$ cat config.mk
export PLATFORM = sky130hd
export DESIGN_NAME = snn_lif_engine
export DESIGN_NICKNAME = d
export VERILOG_FILES = /design/src/rtl/snn_pkg.sv /design/src/rtl/snn_lfsr.sv /design/src/rtl/snn_lif_engine.sv
export SDC_FILE = /design/constraint.sdc
export NUM_CORES = 1
export LEC_CHECK = 0
export CAP_MARGIN = 20
export CORE_UTILIZATION = 40
export DETAILED_ROUTE_END_ITERATION = 6
export PLACE_DENSITY = 0.57
export SLEW_MARGIN = 40
export SYNTH_ARGS = -nofsm -noshare
export SYNTH_HDL_FRONTEND = slang
export SYNTH_SLANG_ARGS = --single-unit
$ cat constraint.sdc
create_clock -name clk -period 19.9 [get_ports clk]
set_input_delay 3.98 -clock clk [delete_from_list [all_inputs] [get_ports clk]]
set_output_delay 3.98 -clock clk [all_outputs]
set_load 0.1 [all_outputs]
$ cat src/rtl/snn_pkg.sv
// Shared types and constants for the LIF engine: state encoding, LFSR constants,
// reset-mode codes and the saturating adder used on the membrane potentials.
package snn_pkg;

  typedef enum logic [2:0] {
    S_IDLE,
    S_ENC_RD,
    S_ENC_CMP,
    S_INTEG,
    S_LEAK,
    S_DONE
  } snn_state_e;

  localparam logic [15:0] SNN_LFSR_TAPS    = 16'hB400;
  localparam logic [15:0] SNN_SEED_DEFAULT = 16'hACE1;

  localparam logic SNN_RESET_ZERO = 1'b0;
  localparam logic SNN_RESET_SUB  = 1'b1;

  // Operands are sign-extended values of at most w (<32) bits, so the 32-bit sum is exact.
  function automatic logic signed [31:0] sat_add(input logic signed [31:0] a,
                                                 input logic signed [31:0] b,
                                                 input int unsigned w);
    logic signed [31:0] sum;
    logic signed [31:0] hi;
    logic signed [31:0] lo;
    sum = a + b;
    hi  = (32'sd1 <<< (w - 1)) - 32'sd1;
    lo  = -(32'sd1 <<< (w - 1));
    if (sum > hi)      sat_add = hi;
    else if (sum < lo) sat_add = lo;
    else               sat_add = sum;
  endfunction

endpackage

$ cat src/rtl/snn_lfsr.sv
// 16-bit Galois LFSR used for rate encoding; a zero seed is replaced by the default
// so the register can never lock up at all-zeros.
module snn_lfsr
  import snn_pkg::*;
#(
  parameter int PIX_W = 8
) (
  input  logic             clk,
  input  logic             rst_n,
  input  logic             load,
  input  logic             adv,
  input  logic [15:0]      seed,
  output logic [PIX_W-1:0] rand_val
);

  logic [15:0] lfsr;

  always_ff @(posedge clk or negedge rst_n) begin
    if (!rst_n) begin
      lfsr <= SNN_SEED_DEFAULT;
    end else if (load) begin
      lfsr <= (seed == 16'd0) ? SNN_SEED_DEFAULT : seed;
    end else if (adv) begin
      lfsr <= {1'b0, lfsr[15:1]} ^ (lfsr[0] ? SNN_LFSR_TAPS : 16'd0);
    end
  end

  assign rand_val = lfsr[PIX_W-1:0];

endmodule

$ cat src/rtl/snn_lif_engine.sv
// Leaky-integrate-and-fire inference engine reading pixel/weight SRAMs over 1-cycle ports.
// Optional per-neuron refractory period is built when SNN_REFRACTORY_EN is defined.
//
// state     | meaning
// S_IDLE    | waiting for start
// S_ENC_RD  | pixel read for input i
// S_ENC_CMP | rate-encode compare against LFSR
// S_INTEG   | weight reads + accumulate into vmem
// S_LEAK    | leak, threshold and fire, one neuron per cycle
// S_DONE    | one-cycle done pulse
module snn_lif_engine
  import snn_pkg::*;
#(
  parameter int NUM_INPUTS  = 196,
  parameter int NUM_OUTPUTS = 10,
  parameter int PIX_W       = 8,
  parameter int W_W         = 8,
  parameter int VMEM_W      = 16,
  parameter int CNT_W       = 8,
  parameter int TS_W        = 10
) (
  input  logic                                       clk,
  input  logic                                       rst_n,
  input  logic                                       start,
  output logic                                       busy,
  output logic                                       done,
  input  logic [TS_W-1:0]                            cfg_timesteps,
  input  logic signed [VMEM_W-1:0]                   cfg_vth,
  input  logic [3:0]                                 cfg_beta_shift,
  input  logic                                       cfg_reset_mode,
  input  logic [15:0]                                cfg_seed,
`ifdef SNN_REFRACTORY_EN
  input  logic [3:0]                                 cfg_refrac,
`endif
  output logic                                       pix_rd,
  output logic [$clog2(NUM_INPUTS)-1:0]              pix_addr,
  input  logic [PIX_W-1:0]                           pix_data,
  output logic                                       w_rd,
  output logic [$clog2(NUM_INPUTS*NUM_OUTPUTS)-1:0]  w_addr,
  input  logic signed [W_W-1:0]                      w_data,
  input  logic [$clog2(NUM_OUTPUTS)-1:0]             cnt_idx,
  output logic [CNT_W-1:0]                           cnt_o,
  output logic [TS_W-1:0]                            timestep_o
);

  localparam int PA_W = $clog2(NUM_INPUTS);
  localparam int WA_W = $clog2(NUM_INPUTS*NUM_OUTPUTS);
  localparam int CI_W = $clog2(NUM_OUTPUTS);
  localparam int K_W  = $clog2(NUM_OUTPUTS+1);

  snn_state_e                state;
  logic [PA_W-1:0]           i;
  logic [K_W-1:0]            k;
  logic [TS_W-1:0]           timestep;
  logic [TS_W-1:0]           ts_q;
  logic signed [VMEM_W-1:0]  vth_q;
  logic [3:0]                shift_q;
  logic                      mode_q;
  logic signed [VMEM_W-1:0]  vmem  [NUM_OUTPUTS];
  logic [CNT_W-1:0]          count [NUM_OUTPUTS];

  logic [PIX_W-1:0]          rand_val;
  logic                      spike, last_i, fire, integ_en, fire_en;
  logic [CI_W-1:0]           integ_idx, leak_idx;
  logic signed [VMEM_W-1:0]  v_leak, v_fire, v_integ;

  snn_lfsr #(.PIX_W(PIX_W)) u_lfsr (
    .clk      (clk),
    .rst_n    (rst_n),
    .load     ((state == S_IDLE) && start),
    .adv      (state == S_ENC_CMP),
    .seed     (cfg_seed),
    .rand_val (rand_val)
  );

  assign spike     = (pix_data > rand_val) || (pix_data == '1);
  assign last_i    = (i == PA_W'(NUM_INPUTS-1));
  assign integ_idx = CI_W'(k - 1'b1);
  assign leak_idx  = CI_W'(k);
  assign v_integ   = VMEM_W'(sat_add(32'(vmem[integ_idx]), 32'(w_data), VMEM_W));

`ifdef SNN_REFRACTORY_EN
  logic [3:0] refrac_q;
  logic [3:0] refrac_cnt [NUM_OUTPUTS];
  assign integ_en = (refrac_cnt[integ_idx] == 4'd0);
  assign fire_en  = (refrac_cnt[leak_idx] == 4'd0);
`else
  assign integ_en = 1'b1;
  assign fire_en  = 1'b1;
`endif

  // A shift of zero disables leak rather than wiping the membrane.
  always_comb begin
    v_leak = vmem[leak_idx];
    if (shift_q != 4'd0)
      v_leak = VMEM_W'(sat_add(32'(vmem[leak_idx]), -(32'(vmem[leak_idx] >>> shift_q)), VMEM_W));
    fire   = (v_leak >= vth_q) && fire_en;
    v_fire = (mode_q == SNN_RESET_SUB) ? VMEM_W'(sat_add(32'(v_leak), -(32'(vth_q)), VMEM_W)) : '0;
  end

  always_ff @(posedge clk or negedge rst_n) begin
    if (!rst_n) begin
      state    <= S_IDLE;
      busy     <= 1'b0;
      done     <= 1'b0;
      pix_rd   <= 1'b0;
      pix_addr <= '0;
      w_rd     <= 1'b0;
      w_addr   <= '0;
      i        <= '0;
      k        <= '0;
      timestep <= '0;
      ts_q     <= '0;
      vth_q    <= '0;
      shift_q  <= '0;
      mode_q   <= SNN_RESET_ZERO;
      for (int n = 0; n < NUM_OUTPUTS; n++) begin
        vmem[n]  <= '0;
        count[n] <= '0;
      end
`ifdef SNN_REFRACTORY_EN
      refrac_q <= '0;
      for (int n = 0; n < NUM_OUTPUTS; n++) refrac_cnt[n] <= '0;
`endif
    end else begin
      done <= 1'b0;
      case (state)
        S_IDLE: if (start) begin
          ts_q     <= cfg_timesteps;
          vth_q    <= cfg_vth;
          shift_q  <= cfg_beta_shift;
          mode_q   <= cfg_reset_mode;
          timestep <= '0;
          i        <= '0;
          for (int n = 0; n < NUM_OUTPUTS; n++) begin
            vmem[n]  <= '0;
            count[n] <= '0;
          end
`ifdef SNN_REFRACTORY_EN
          refrac_q <= cfg_refrac;
          for (int n = 0; n < NUM_OUTPUTS; n++) refrac_cnt[n] <= '0;
`endif
          if (cfg_timesteps == '0) begin
            state <= S_DONE;
            done  <= 1'b1;
          end else begin
            state    <= S_ENC_RD;
            busy     <= 1'b1;
            pix_rd   <= 1'b1;
            pix_addr <= '0;
          end
        end
        S_ENC_RD: begin
          pix_rd <= 1'b0;
          state  <= S_ENC_CMP;
        end
        S_ENC_CMP: begin
          if (spike) begin
            state  <= S_INTEG;
            k      <= '0;
            w_rd   <= 1'b1;
            w_addr <= WA_W'(i) * WA_W'(NUM_OUTPUTS);
          end else if (last_i) begin
            state <= S_LEAK;
            k     <= '0;
          end else begin
            i        <= i + 1'b1;
            state    <= S_ENC_RD;
            pix_rd   <= 1'b1;
            pix_addr <= i + 1'b1;
          end
        end
        S_INTEG: begin
          if (k != '0 && integ_en) vmem[integ_idx] <= v_integ;
          if (k == K_W'(NUM_OUTPUTS)) begin
            if (last_i) begin
              state <= S_LEAK;
              k     <= '0;
            end else begin
              i        <= i + 1'b1;
              state    <= S_ENC_RD;
              pix_rd   <= 1'b1;
              pix_addr <= i + 1'b1;
            end
          end else begin
            k <= k + 1'b1;
            if (k == K_W'(NUM_OUTPUTS-1)) w_rd <= 1'b0;
            else                          w_addr <= w_addr + 1'b1;
          end
        end
        S_LEAK: begin
          if (fire) begin
            vmem[leak_idx] <= v_fire;
            if (count[leak_idx] != '1) count[leak_idx] <= count[leak_idx] + 1'b1;
          end else begin
            vmem[leak_idx] <= v_leak;
          end
`ifdef SNN_REFRACTORY_EN
          if (refrac_cnt[leak_idx] != 4'd0) refrac_cnt[leak_idx] <= refrac_cnt[leak_idx] - 4'd1;
          else if (fire)                    refrac_cnt[leak_idx] <= refrac_q;
`endif
          if (k == K_W'(NUM_OUTPUTS-1)) begin
            timestep <= timestep + 1'b1;
            if (timestep + 1'b1 == ts_q) begin
              state <= S_DONE;
              done  <= 1'b1;
              busy  <= 1'b0;
            end else begin
              i        <= '0;
              state    <= S_ENC_RD;
              pix_rd   <= 1'b1;
              pix_addr <= '0;
            end
          end else begin
            k <= k + 1'b1;
          end
        end
        S_DONE: state <= S_IDLE;
        default: state <= S_IDLE;
      endcase
    end
  end

  assign cnt_o      = (32'(cnt_idx) < NUM_OUTPUTS) ? count[cnt_idx] : '0;
  assign timestep_o = timestep;

endmodule
After elaboration in Yosys (flattened, before gate mapping). Index checks and enable logic that the tools add are counted.

Register bits after elaboration: 335. Input bits: 70. Output and inout bits: 41. Logic and storage cells: 215.

Add/sub/neg operators: 11. Multiply operators: 1. Magnitude comparators: 14. Eq/ne operators: 25. Shifts and indexed selects: 1. Multiplexer cells: 96. Bitwise logic cells: 4. Reductions and logical operators: 28.

Operators with widths (number): 160-bit bitwise mux (3); 160-bit two-way mux (3); 160-bit case mux with 3 select lines (1); 16-bit two-way mux (18); 80-bit two-way mux (3); 80-bit case mux with 2 select lines (1); 8-bit two-way mux (17); 16-bit binary-select mux with 4-bit select (2); 16-bit demux with 4-bit select (2); 80-bit bitwise mux (1); 16-bit by 32-bit adder with 32-bit output (2); 8-bit binary-select mux with 4-bit select (2); 32-bit by 16-bit > comparator with 1-bit output (second input constant) (2); 32-bit by 16-bit < comparator with 1-bit output (second input constant) (2); 8-bit case mux with 4 select lines (2); 11-bit two-way mux (3); 8-bit demux with 4-bit select (1); 16-bit negator with 32-bit output (1); 32-bit negator (1); 16-bit by 4-bit >>> shifter with 32-bit output (1); 2-bit inequality test (second input constant) (15); 11-bit case mux with 2 select lines (1); 3-bit two-way mux (7); 10-bit two-way mux (2); 45 further kinds (87).

Longest topological paths before layout.
Depth after elaboration: 19. Mapped depth: 51. Depth with buffers taken out: 43.

Cells and area by module. A second synthesis with hierarchy kept.

Cell total of the unflattened synthesis: 2918. Area total of the unflattened synthesis: 26415.3 um^2.

By module, submodules not included: snn_lif_engine (instances 1, cells each 2839, area an instance 25518.2 um^2, seq. area each 7982.7 um^2); snn_lfsr (instances 1, cells each 79, area an instance 897.1 um^2, seq. area each 410.4 um^2).

Least setup slack after synthesis. Ideal clock, no wire load.

Path kind: input port to output port. From: input cnt_idx[0]. To: output cnt_o[6]. Arrival time: 6.707 ns. Data required time: 15.920 ns. Path slack: 9.213 ns. Cell stages on the path: 5. Cells stage by stage: clkbuf_1 > buf_1 > mux4_2 > a221oi_1 > a21oi_1.

Longest elaborated chain between the ends: 5.

Ends and longest elaborated chain: from (decl) (line snn_lif_engine.sv:41) `input logic [$clog2(NUM_OUTPUTS)-1:0] cnt_idx,`; 4-bit inverter with 5-bit output (not written as such) (line snn_lif_engine.sv:224) `assign cnt_o = (32'(cnt_idx) < NUM_OUTPUTS) ? count[cnt_idx] : '0;`; 8-bit binary-select mux with 4-bit select (line snn_lif_engine.sv:224); 8-bit two-way mux (not written as such) (2 in series) (line snn_lif_engine.sv:224); 8-bit two-way mux (*) (line snn_lif_engine.sv:224); to (decl) (line snn_lif_engine.sv:42) `output logic [CNT_W-1:0] cnt_o,`.

Every way passes the cells marked *; elsewhere a longest branch is shown, timed or not. The select of a mux whose other input is x is not followed.

Worst setup path in the final report.
From: register k[1]. To: register vmem[55] (netlist bit).

Longest elaborated chain between the ends: 19.

Ends and longest elaborated chain: from (decl) (line snn_lif_engine.sv:53) `logic [K_W-1:0] k;`; from (signal assigned) (line snn_lif_engine.sv:186) `k <= k + 1'b1;`; from (signal assigned) (line snn_lif_engine.sv:215) `k <= k + 1'b1;`; 4-bit inverter with 5-bit output (not written as such); 16-bit binary-select mux with 4-bit select (line snn_lif_engine.sv:94, snn_lif_engine.sv:96); 16-bit two-way mux (not written as such) (2 in series) (line snn_lif_engine.sv:94, snn_lif_engine.sv:96); 16-bit by 4-bit >>> shifter with 32-bit output (line snn_lif_engine.sv:96) `v_leak = VMEM_W'(sat_add(32'(vmem[leak_idx]), -(32'(vmem[leak_idx] >>> shift_q)), VMEM_W));`; 32-bit negator (line snn_lif_engine.sv:96); 16-bit by 32-bit adder with 32-bit output (line snn_pkg.sv:27) `sum = a + b;`; 32-bit by 16-bit < comparator with 1-bit output (line snn_pkg.sv:31) `else if (sum < lo) sat_add = lo;`; 16-bit two-way mux (line snn_pkg.sv:31); (+2 left out); 16-bit by 32-bit adder with 32-bit output (line snn_pkg.sv:27); 32-bit by 16-bit < comparator with 1-bit output (line snn_pkg.sv:31); 16-bit two-way mux (line snn_pkg.sv:31); 16-bit two-way mux (line snn_pkg.sv:30) `if (sum > hi) sat_add = hi;`; 16-bit two-way mux (line snn_lif_engine.sv:98) `v_fire = (mode_q == SNN_RESET_SUB) ? VMEM_W'(sat_add(32'(v_leak), -(32'(vth_q)), VMEM_W)) : '0;`; 160-bit bitwise mux (line snn_lif_engine.sv:193) `vmem[leak_idx] <= v_fire;`; 160-bit two-way mux (line snn_lif_engine.sv:192) `if (fire) begin`; 160-bit case mux with 3 select lines (line snn_lif_engine.sv:127) `case (state)`; to (signal, indexed assignment) (line snn_lif_engine.sv:174) `if (k != '0 && integ_en) vmem[integ_idx] <= v_integ;`; to (signal, indexed assignment) (line snn_lif_engine.sv:193); to (signal, indexed assignment) (line snn_lif_engine.sv:196) `vmem[leak_idx] <= v_leak;`; to (decl) (line snn_lif_engine.sv:59) `logic signed [VMEM_W-1:0] vmem [NUM_OUTPUTS];`.

Several ways; a longest one is shown, not always the timed one. The select of a mux whose other input is x is not followed. A chain may end at the register's enable or synchronous reset.

==> flow_metrics.py <==
metrics = {
    "drt": {
        "vias": 26100,
        "viasPerCell": 6.78,
        "wl_um": 108000,
        "drt_iter0_drc": 3452,
        "route.detailed.drc": 1,
        "post_drt_wl_per_cell_um": 27.9,
        "dr.pass1.iters": 7,
        "antenna_left": 0,
    },
    "synthesis": {
        "ys_warn_count": 0,
        "synth_cell_type_count": 103,
        "ys.flop_type": "dfrtp_1",
        "syn-cell-area_um2": 26100,
        "ys_ff_latch": 335,
        "yosysSeqAreaShare_pct": 32.1,
        "synth_edf_count": 0,
        "async_flop_share_pct": 100,
        "syn_inst": 2961,
        "syn-num-nets": 3116,
        "avgSynthCellArea_um2": 8.83,
    },
    "clock_network": {
        "cts_buffer_depth": 3,
        "cts_tree": "done",
        "worstSkewPairLatency_ps": 590,
        "postCtsSetupBuffers": 0,
        "path_clk_slew_ps": 60,
        "cts-resized-gates": 0,
        "cts_root_buffer": "clkbuf_16",
        "cts_sinks": 335,
        "cts_hold_buf": 0,
        "cts-buffers-inserted": 43,
        "htree_levels": 2,
    },
    "global_routing": {
        "grt_pass1_wl_um": 162000,
        "grt_overflow": 0,
        "grt_max_degree": 96,
        "grt_usage_pct": 31.8,
        "use_met3_pct": 6.66,
        "grt-busiest-layer": "met2",
        "met1_usage_pct": 43.7,
        "met2_usage_pct": 47.2,
        "first_global_vias": 25400,
        "antenna_found_initial": 1,
    },
    "die": {
        "die_h_um": 258,
        "coreArea_um2": 64500,
        "die_area_um2": 66400,
        "start_util_pct": 40.5,
        "io_pins": 111,
        "die_w_um": 258,
        "row_count": 93,
    },
    "timing": {
        "slew_headroom_pct": 37.7,
        "setup_viol": 0,
        "period_minus_slack_ps": 11510,
        "fin_skew_ps": 17.6,
        "tns_ps": 0,
        "hold_viol_final": 0,
        "rsz0062_at_grt": "false",
        "final_max_slew_viol_count": 0,
        "max_freq_mhz": 86.9,
        "fin_hold_ws_ps": 485,
        "fin_crit_sh_pct": 57.8,
        "max_slew.worst_pin.slew_ps": 925,
    },
    "critical_path": {
        "setup.worst_path.start_class": "flip-flop",
        "critPathTopFamily": "compound AO/OA/AOI/OAI gates",
        "worst-path-buf-inv": 5,
        "arrival_ps": 11970,
        "crit_path_top_delay_cell": "dfrtp_2",
        "setup.worst_path.end_class": "flip-flop",
        "crit_type": "reg -> reg",
        "required_ps": 20360,
        "critPathMaxFanout": 40,
        "critical-path-max-stage-delay_ps": 690,
    },
    "outcome": {
        "status": "finished, violations left",
        "violations": "DRC",
    },
    "flow_run": {
        "maxCapViolations": 0,
    },
    "final_layout": {
        "fin_area_um2": 29400,
        "fillerInstances": 6288,
        "nNetsFinal": 3122,
        "multiInputGateArea_um2": 16700,
        "syn2layout_area_growth_pct": 12.5,
        "layout-drive-gt1-share_pct": 14.3,
        "diodes": 0,
        "utilization_pct": 45.6,
        "regArea_um2": 8400,
    },
    "place": {
        "port_buffers": 110,
        "postPlaceCellArea_um2": 27900,
        "hpwlAfterDp_um": 73600,
        "routabilityCongestion": 0.960,
    },
    "min_path": {
        "min_path_type": "reg -> reg",
    },
}
-- path summary, 6_finish.rpt --
kind | startpoint | endpoint | slack [ps] | depth (start not counted)
min in group asynchronous | rst_n | vmem[152] | 3260 | 1
worst min-delay path | pix_addr[3] | pix_addr[3] | 480 | 1
worst min register to register | pix_addr[3] | pix_addr[3] | 480 | 1
worst max-delay path | k[1] | vmem[55] | 8390 | 41
max in group asynchronous | rst_n | state[2] | 14450 | 4
worst max register to register | k[1] | vmem[55] | 8390 | 41
-- sequential cells by signal, summed over array words and instances, names as in the netlist, 10 cells and up --
name         flops
count           80
timestep_o      10
ts_q            10
u_lfsr.lfsr     16
vmem           160
vth_q           16
w_addr          11
-- metrics by stage --
step	instances	worst slack [ps]
after floorplan	2961	9210
after global placement	3770	8070
after detailed placement	3773	8640
after CTS	3849	8590
after global routing	3853	7830
final	3853	8390
-- synthesized netlist by cell type, types with 11 or more instances --
master	count	area, um2
a21o_1	22	165
a22o_1	29	254
nor3_1	37	185
o2bb2ai_1	65	569
xnor2_1	42	368
a41oi_1	41	359
nor2b_1	14	87.6
a22oi_1	24	180
buf_2	32	160
or3_1	21	131
nand3_1	132	661
a31oi_1	89	557
buf_1	14	52.6
a221oi_1	13	114
o31ai_1	21	158
nand2_1	319	1200
o21ai_0	212	1060
o32a_1	18	180
o31a_1	13	114
ha_1	77	963
clkbuf_1	168	631
a211oi_1	133	998
and3_1	28	175
mux4_2	96	2160
and2_1	18	113
mux2_2	40	450
o21a_1	13	97.6
dfrtp_1	327	8180
a32o_1	11	110
nor2_1	303	1140
nand2b_1	25	156
xor2_1	29	254
a21oi_1	167	836
inv_1	64	240
o21ai_1	12	60.1
mux2i_1	55	551
-- cell type report --
class / count / share of cell area [%]
Clock inverter: 12 / 0.438
Inverter: 67 / 0.855
Clock buffer: 64 / 4.34
Sequential cell: 335 / 28.6
Tap cell: 855 / 3.64
Multi-Input combinational cell: 2326 / 56.7
Timing Repair Buffer: 194 / 5.46
-- logic make-up after synthesis --
group	Yosys count	share of synthesized area, %
DFF	335	32.1
buffers and inverters	300	4.92
and+or+nand+nor	949	16.2
adders and majority gates	91	4.53
xor gates and xnor gates	71	2.38
AOI/OAI and AO/OA	1024	27.8
muxes	191	12.1
-- metal layers --
layer | vias up | wire [um]
met5 | - | 13
met4 | 2 | 6160
li1 | 11300 | -
met2 | 1636 | 46400
met3 | 332 | 10900
met1 | 12900 | 44100
-- cells in the final DEF, fill, tap and decap left out, types with 12 or more instances in the layout --
| cell type | count |
|---|---|
| dfrtp_1 | 323 |
| nand2_1 | 318 |
| nor2_1 | 288 |
| o21ai_0 | 202 |
| a21oi_1 | 160 |
| a211oi_1 | 133 |
| nand3_1 | 132 |
| mux4_2 | 96 |
| a31oi_1 | 88 |
| ha_1 | 76 |
| buf_4 | 75 |
| clkdlybuf4s50_1 | 68 |
| inv_1 | 64 |
| o2bb2ai_1 | 64 |
| mux2i_1 | 55 |
| clkbuf_16 | 44 |
| buf_2 | 42 |
| a41oi_1 | 41 |
| mux2_2 | 40 |
| xnor2_1 | 40 |
| nor3_1 | 34 |
| a22o_1 | 29 |
| xor2_1 | 29 |
| and3_1 | 28 |
| nand2b_1 | 24 |
| a22oi_1 | 24 |
| a21o_1 | 22 |
| o31ai_1 | 21 |
| or3_1 | 21 |
| o21ai_1 | 20 |
| o32a_1 | 18 |
| and2_1 | 16 |
| o21a_1 | 13 |
| a21oi_2 | 13 |
| a221oi_1 | 13 |
| o31a_1 | 13 |
| nor2b_1 | 12 |
Power is left out: the tool's default activity adds up to more than one toggle a clock period on the data nets, which glitch-free logic cannot reach.
